File: src/rtl/fwd_scoreboard.sv
// Forwarding scoreboard: tracks in-flight register writers per pipeline slot,
// selects the youngest ready producer per read port and flags load-use hazards.
module fwd_scoreboard #(
  parameter int DW         = 32,
  parameter int AW         = 5,
  parameter int DEPTH      = 3,
  parameter int NRP        = 2,
  parameter int LOAD_STAGE = 1,
  parameter int CW         = 16
) (
  input  logic                clk,
  input  logic                rst,
  input  logic                stall,
  input  logic                flush,
  input  logic                iss_valid,
  input  logic                iss_wreg,
  input  logic [AW-1:0]       iss_waddr,
  input  logic                iss_load,
  input  logic [NRP-1:0]      rd_en,
  input  logic [NRP*AW-1:0]   rd_addr,
  input  logic [DEPTH*DW-1:0] stg_wdata,
  output logic [NRP-1:0]      fwd_hit,
  output logic [NRP*DW-1:0]   fwd_data,
  output logic                stall_req,
  output logic                busy,
  output logic [CW-1:0]       stall_cnt
);

  typedef struct packed {
    logic          valid;
    logic          wreg;
    logic [AW-1:0] waddr;
    logic          load;
  } slot_t;

  slot_t         r_slot [DEPTH];
  logic [CW-1:0] r_stall_cnt;

  logic [NRP-1:0]    w_found;
  logic [NRP-1:0]    w_pend;
  logic [NRP-1:0]    w_hit;
  logic [NRP*DW-1:0] w_data;
  logic              w_stall_req;
  logic              w_busy;

  always_comb begin
    // NOTE: every output of this block gets a default first so no path leaves
    // it unassigned, which would otherwise infer a latch.
    w_found = '0;
    w_pend  = '0;
    w_hit   = '0;
    w_data  = '0;
    w_busy  = 1'b0;
    for (int k = 0; k < DEPTH; k++) w_busy = w_busy | r_slot[k].valid;
    for (int p = 0; p < NRP; p++) begin
      // Scan from youngest slot; first match wins, older producers are shadowed.
      for (int k = 0; k < DEPTH; k++) begin
        if (!w_found[p] && r_slot[k].valid && r_slot[k].wreg && rd_en[p] &&
            (|rd_addr[p*AW +: AW]) && (r_slot[k].waddr == rd_addr[p*AW +: AW])) begin
          w_found[p] = 1'b1;
          if (!r_slot[k].load || (k >= LOAD_STAGE)) begin
            w_hit[p]            = 1'b1;
            w_data[p*DW +: DW]  = stg_wdata[k*DW +: DW];
          end else begin
            w_pend[p] = 1'b1;
          end
        end
      end
    end
    w_stall_req = iss_valid & (|w_pend);
  end

  // NOTE: sequential state uses non-blocking assignments so the slot shift reads
  // every slot's pre-edge value regardless of statement order.
  always_ff @(posedge clk or posedge rst) begin
    if (rst) begin
      for (int k = 0; k < DEPTH; k++) r_slot[k] <= '0;
      r_stall_cnt <= '0;
    end else begin
      if (flush) begin
        for (int k = 0; k < DEPTH; k++) r_slot[k].valid <= 1'b0;
      end else if (!stall) begin
        for (int k = 1; k < DEPTH; k++) r_slot[k] <= r_slot[k-1];
        if (iss_valid && !w_stall_req) begin
          r_slot[0].valid <= 1'b1;
          r_slot[0].wreg  <= iss_wreg;
          r_slot[0].waddr <= iss_waddr;
          r_slot[0].load  <= iss_load;
        end else begin
          r_slot[0] <= '0;
        end
      end
      if (w_stall_req && !stall && !flush && (r_stall_cnt != {CW{1'b1}}))
        r_stall_cnt <= r_stall_cnt + CW'(1);
    end
  end

  assign fwd_hit   = w_hit;
  assign fwd_data  = w_data;
  assign stall_req = w_stall_req;
  assign busy      = w_busy;
  assign stall_cnt = r_stall_cnt;

endmodule
File: config.mk
export PLATFORM = sky130hd
export DESIGN_NAME = fwd_scoreboard
export DESIGN_NICKNAME = d
export VERILOG_FILES = /design/src/rtl/fwd_scoreboard.sv
export SDC_FILE = /design/constraint.sdc
export NUM_CORES = 1
export LEC_CHECK = 0
export ABC_AREA = 0
export BUFFER_PORTS_ARGS = -buffer_cell sky130_fd_sc_hd__buf_2
export CORE_MARGIN = 2
export CORE_UTILIZATION = 42
export CTS_CLUSTER_SIZE = 40
export DETAILED_ROUTE_END_ITERATION = 10
export GPL_TIMING_DRIVEN = 0
export PLACE_DENSITY = 0.79
export SLEW_MARGIN = 10
export SYNTH_ARGS = -nofsm -noshare
export SYNTH_HDL_FRONTEND = slang
export SYNTH_SLANG_ARGS = --single-unit
File: constraint.sdc
create_clock -name clk -period 2.08 [get_ports clk]
set_clock_uncertainty 0.2 [all_clocks]
set_input_delay 0.104 -clock clk [delete_from_list [all_inputs] [get_ports clk]]
set_output_delay 0.104 -clock clk [all_outputs]
set_load 0.05 [all_outputs]
==> run metrics <==
outcome=finished with violations; violated checks=setup timing; Avg Inst Size Synth=roughly 7.7 sq um; startpoint types=register; Num Clock Sinks=38; CP required=1.78 ns; Top delay family on crit path=buffers and inverters; Crit path depth=9; Worst Setup EP=fwd_data[25]; Yosys Warn Count=0; CTS Buf Count=5; Mapped Cells=roughly 500; crit-path cells=xnor2_1 > nand4_1 > buf_4 > buf_6 > nor3_4 > buf_8 > clkbuf_16 > a221o_2 > buf_8; DR DRC count=0; synth unique cells=42; routed wire length=about 27 mm; P per Cell Area=between 200 and 300 mW/mm^2; grt total ovfl=0; worst slew pin tran=roughly 0.85 ns; clock transition at the registers of the reported paths=0.08 ns; slowest CP cell=dfrtp_1; pin count of the biggest net entering global routing=39; via count=~6.5k; drt wl/cell=between 30 and 40 microns; aggregate global-route resource usage=between 40% and 50%; Peak supply drop=0.6029 mV; non-filler instance count after layout=around 900; Most common cell on crit path=buf_8; R2R Path End=stall_cnt[14]; Die ar.=0.009806 sq mm; fin crit share=134.9%; commonest non-fill, non-tap cell in the layout=buf_2; CP peak stage delay=between 0.4 and 0.5 ns; Seq/Total Area, Yosys=between 20% and 30%; Starting Density=a little over two fifths; CP Launch Point=r_slot[19]; vias per std cell=roughly 7.4; Setup-failing EPs final=91; most frequent cells in the layout=buf_2, buf_6, nand2_1; CP Capture Type=output port; leak pwr=0.003538 uW; die height=roughly 100 microns; DR iter-0 viols=966; footprint of the multi-input gates=around 0.004 sq mm; cell area after synthesis=0.003792 sq mm; Slew headroom=43.19%; nets=890; synth-to-layout area growth=115.4%; I/O Buffers=a little over 200; Final min period=about 2.8 ns; CTS tree=done; placed insts=about 800; fillers=~250; r2r setup slk=-0.58 ns; Slew Viols, Final=0; Placer Congestion=0.9416; critical path buffer and inverter count=5; cell count of the worst reg-to-reg path=10; die width=99.03 microns; hold path depth=1; synthesis-stage register bit count=38; Mapped Nets=616; Core Footprint=about 0.0087 sq mm; antenna violation net count after detailed routing=0; CTS H-tree depth=2; hpwl dp=~12 mm; share of layout cells above drive strength 1=between 60% and 70%; vias in the first global route=roughly 5.9k; Hold Path Class=reg2reg; first-pass GRT wire length=about 32 mm; Final Worst Setup Slack=-0.7253 ns; cell row count=34; setup TNS=-48.69 ns; Ports=204; worst-path maximum fanout=10; max-cap violations=0; Clock Path Buffers=2; clock root buffer=clkbuf_8; Final Hold Fails=0; data arrival time of the worst path=roughly 2.5 ns; Skew-Pair Late Insertion Delay=0.30 ns; flip-flop and latch area=~970 sq um; Design Power=2427 uW; drt pass-1 iters=7; Max Clock Freq=around 0.36 GHz; initial antenna violation count=1; crit path kind=reg2out; Critical R2R Launch=r_slot[19]; unrepaired setup endpoints after global routing=yes
[power by group]
group	internal (uW)	switching, uW
combinational	341	534
sequential	790	93.0
clock	384	285
total	1510	912
[worst register-to-register path: stages (launching register included)]
cell and delay [ns]:
dfrtp_1 0.44, xnor2_1 0.22, nand4_1 0.16, buf_4 0.19
or3_4 0.37, buf_8 0.14, buf_6 0.11, buf_6 0.11
buf_12 0.15, a2111oi_4 0.29, xor2_1 0.19
[worst min-delay path by stage]
stage                          endpoint     startpoint
after detailed placement   stall_cnt[3]            rst
after CTS                  stall_cnt[4]          flush
final                     stall_cnt[15]  stall_cnt[15]
after floorplan              r_slot[15]          flush
after global placement        r_slot[7]          flush
after global routing       stall_cnt[9]   stall_cnt[9]
[kinds of logic after synthesis]
logic type,count (synthesis),share of synthesized area [%]
fa+ha+maj,1,0.3299
mux,5,1.353
xor+xnor,45,10.39
compound gates,127,26.99
flops,38,25.07
simple gates,197,27.25
buf+inv,82,8.611
[cells in the mapped netlist, drive strengths merged]
master | n | area [sq um]
a32o | 8 | 80.08
o2bb2ai | 29 | 254.0
a31oi | 32 | 200.2
mux2 | 1 | 11.26
nand2 | 47 | 176.4
a221o | 29 | 290.3
nand2b | 3 | 18.77
inv | 39 | 146.4
nand3 | 14 | 70.07
xor2 | 16 | 140.1
o21ba | 1 | 16.27
a2111oi | 1 | 10.01
and3b | 1 | 12.51
o211ai | 1 | 7.510
nor4 | 1 | 6.260
o21ai | 4 | 23.77
dfrtp | 38 | 950.9
nand4b | 1 | 8.760
a21oi | 7 | 35.03
o22ai | 6 | 37.54
and2 | 2 | 12.51
a211oi | 6 | 45.04
or4 | 3 | 22.52
ha | 1 | 12.51
or3 | 3 | 18.77
xnor2 | 29 | 254.0
a211o | 1 | 8.760
nand4 | 12 | 75.07
nor3 | 35 | 175.2
nor2b | 29 | 181.4
o21a | 1 | 7.510
a21o | 1 | 7.510
or2 | 2 | 12.51
buf | 8 | 48.79
nor2 | 13 | 48.80
clkbuf | 35 | 131.4
mux2i | 4 | 40.04
and3 | 31 | 193.9
[layout make-up]
type	count	area share [%]
multi-input combinational	375	49.22
timing repair buffer	270	27.79
sequential	38	11.93
buffer	40	6.202
inverter	39	1.792
tap	108	1.654
clock buffer	6	1.011
clock inverter	1	0.3675
antenna	1	0.03063
[what timing repair did]
action / 4_1_cts / 5_1_grt
setup buffers: 39 / 10
pin swaps: 55 / 23
endpoints found under the setup margin: 91 / 91
resized for setup: 288 / 68
cloned: 5 / 3
hold buffers: 11 / 0
endpoints found under the hold margin: 50 / 0
[per-stage QoR]
stage                     instance area, sq um  setup slack [ns]  hold WS (ns)  utilization, %
after floorplan                           4868           -0.3400      -0.02959               -
after global placement                    6020           -0.5304        0.1342           69.02
after detailed placement                  6020           -0.5621        0.1020           69.02
after CTS                                 7791           -0.5527        0.2038           89.34
after global routing                      8170           -0.8891        0.3137           93.69
final                                     8170           -0.7253        0.2932           93.69
[routing by layer]
layer | GRT usage, % | up-vias | wire length, microns
met5 | 0 | - | 0
met4 | 23.81 | 0 | 2957
li1 | - | 2383 | -
met3 | 7.021 | 305 | 3407
met1 | 47.89 | 3008 | 8307
met2 | 71.78 | 768 | 12060
[flip-flops by register name, summed over array words and instances (netlist names)]
register / flops
r_slot: 22
stall_cnt: 16
Power figures use the tool's default switching activity.
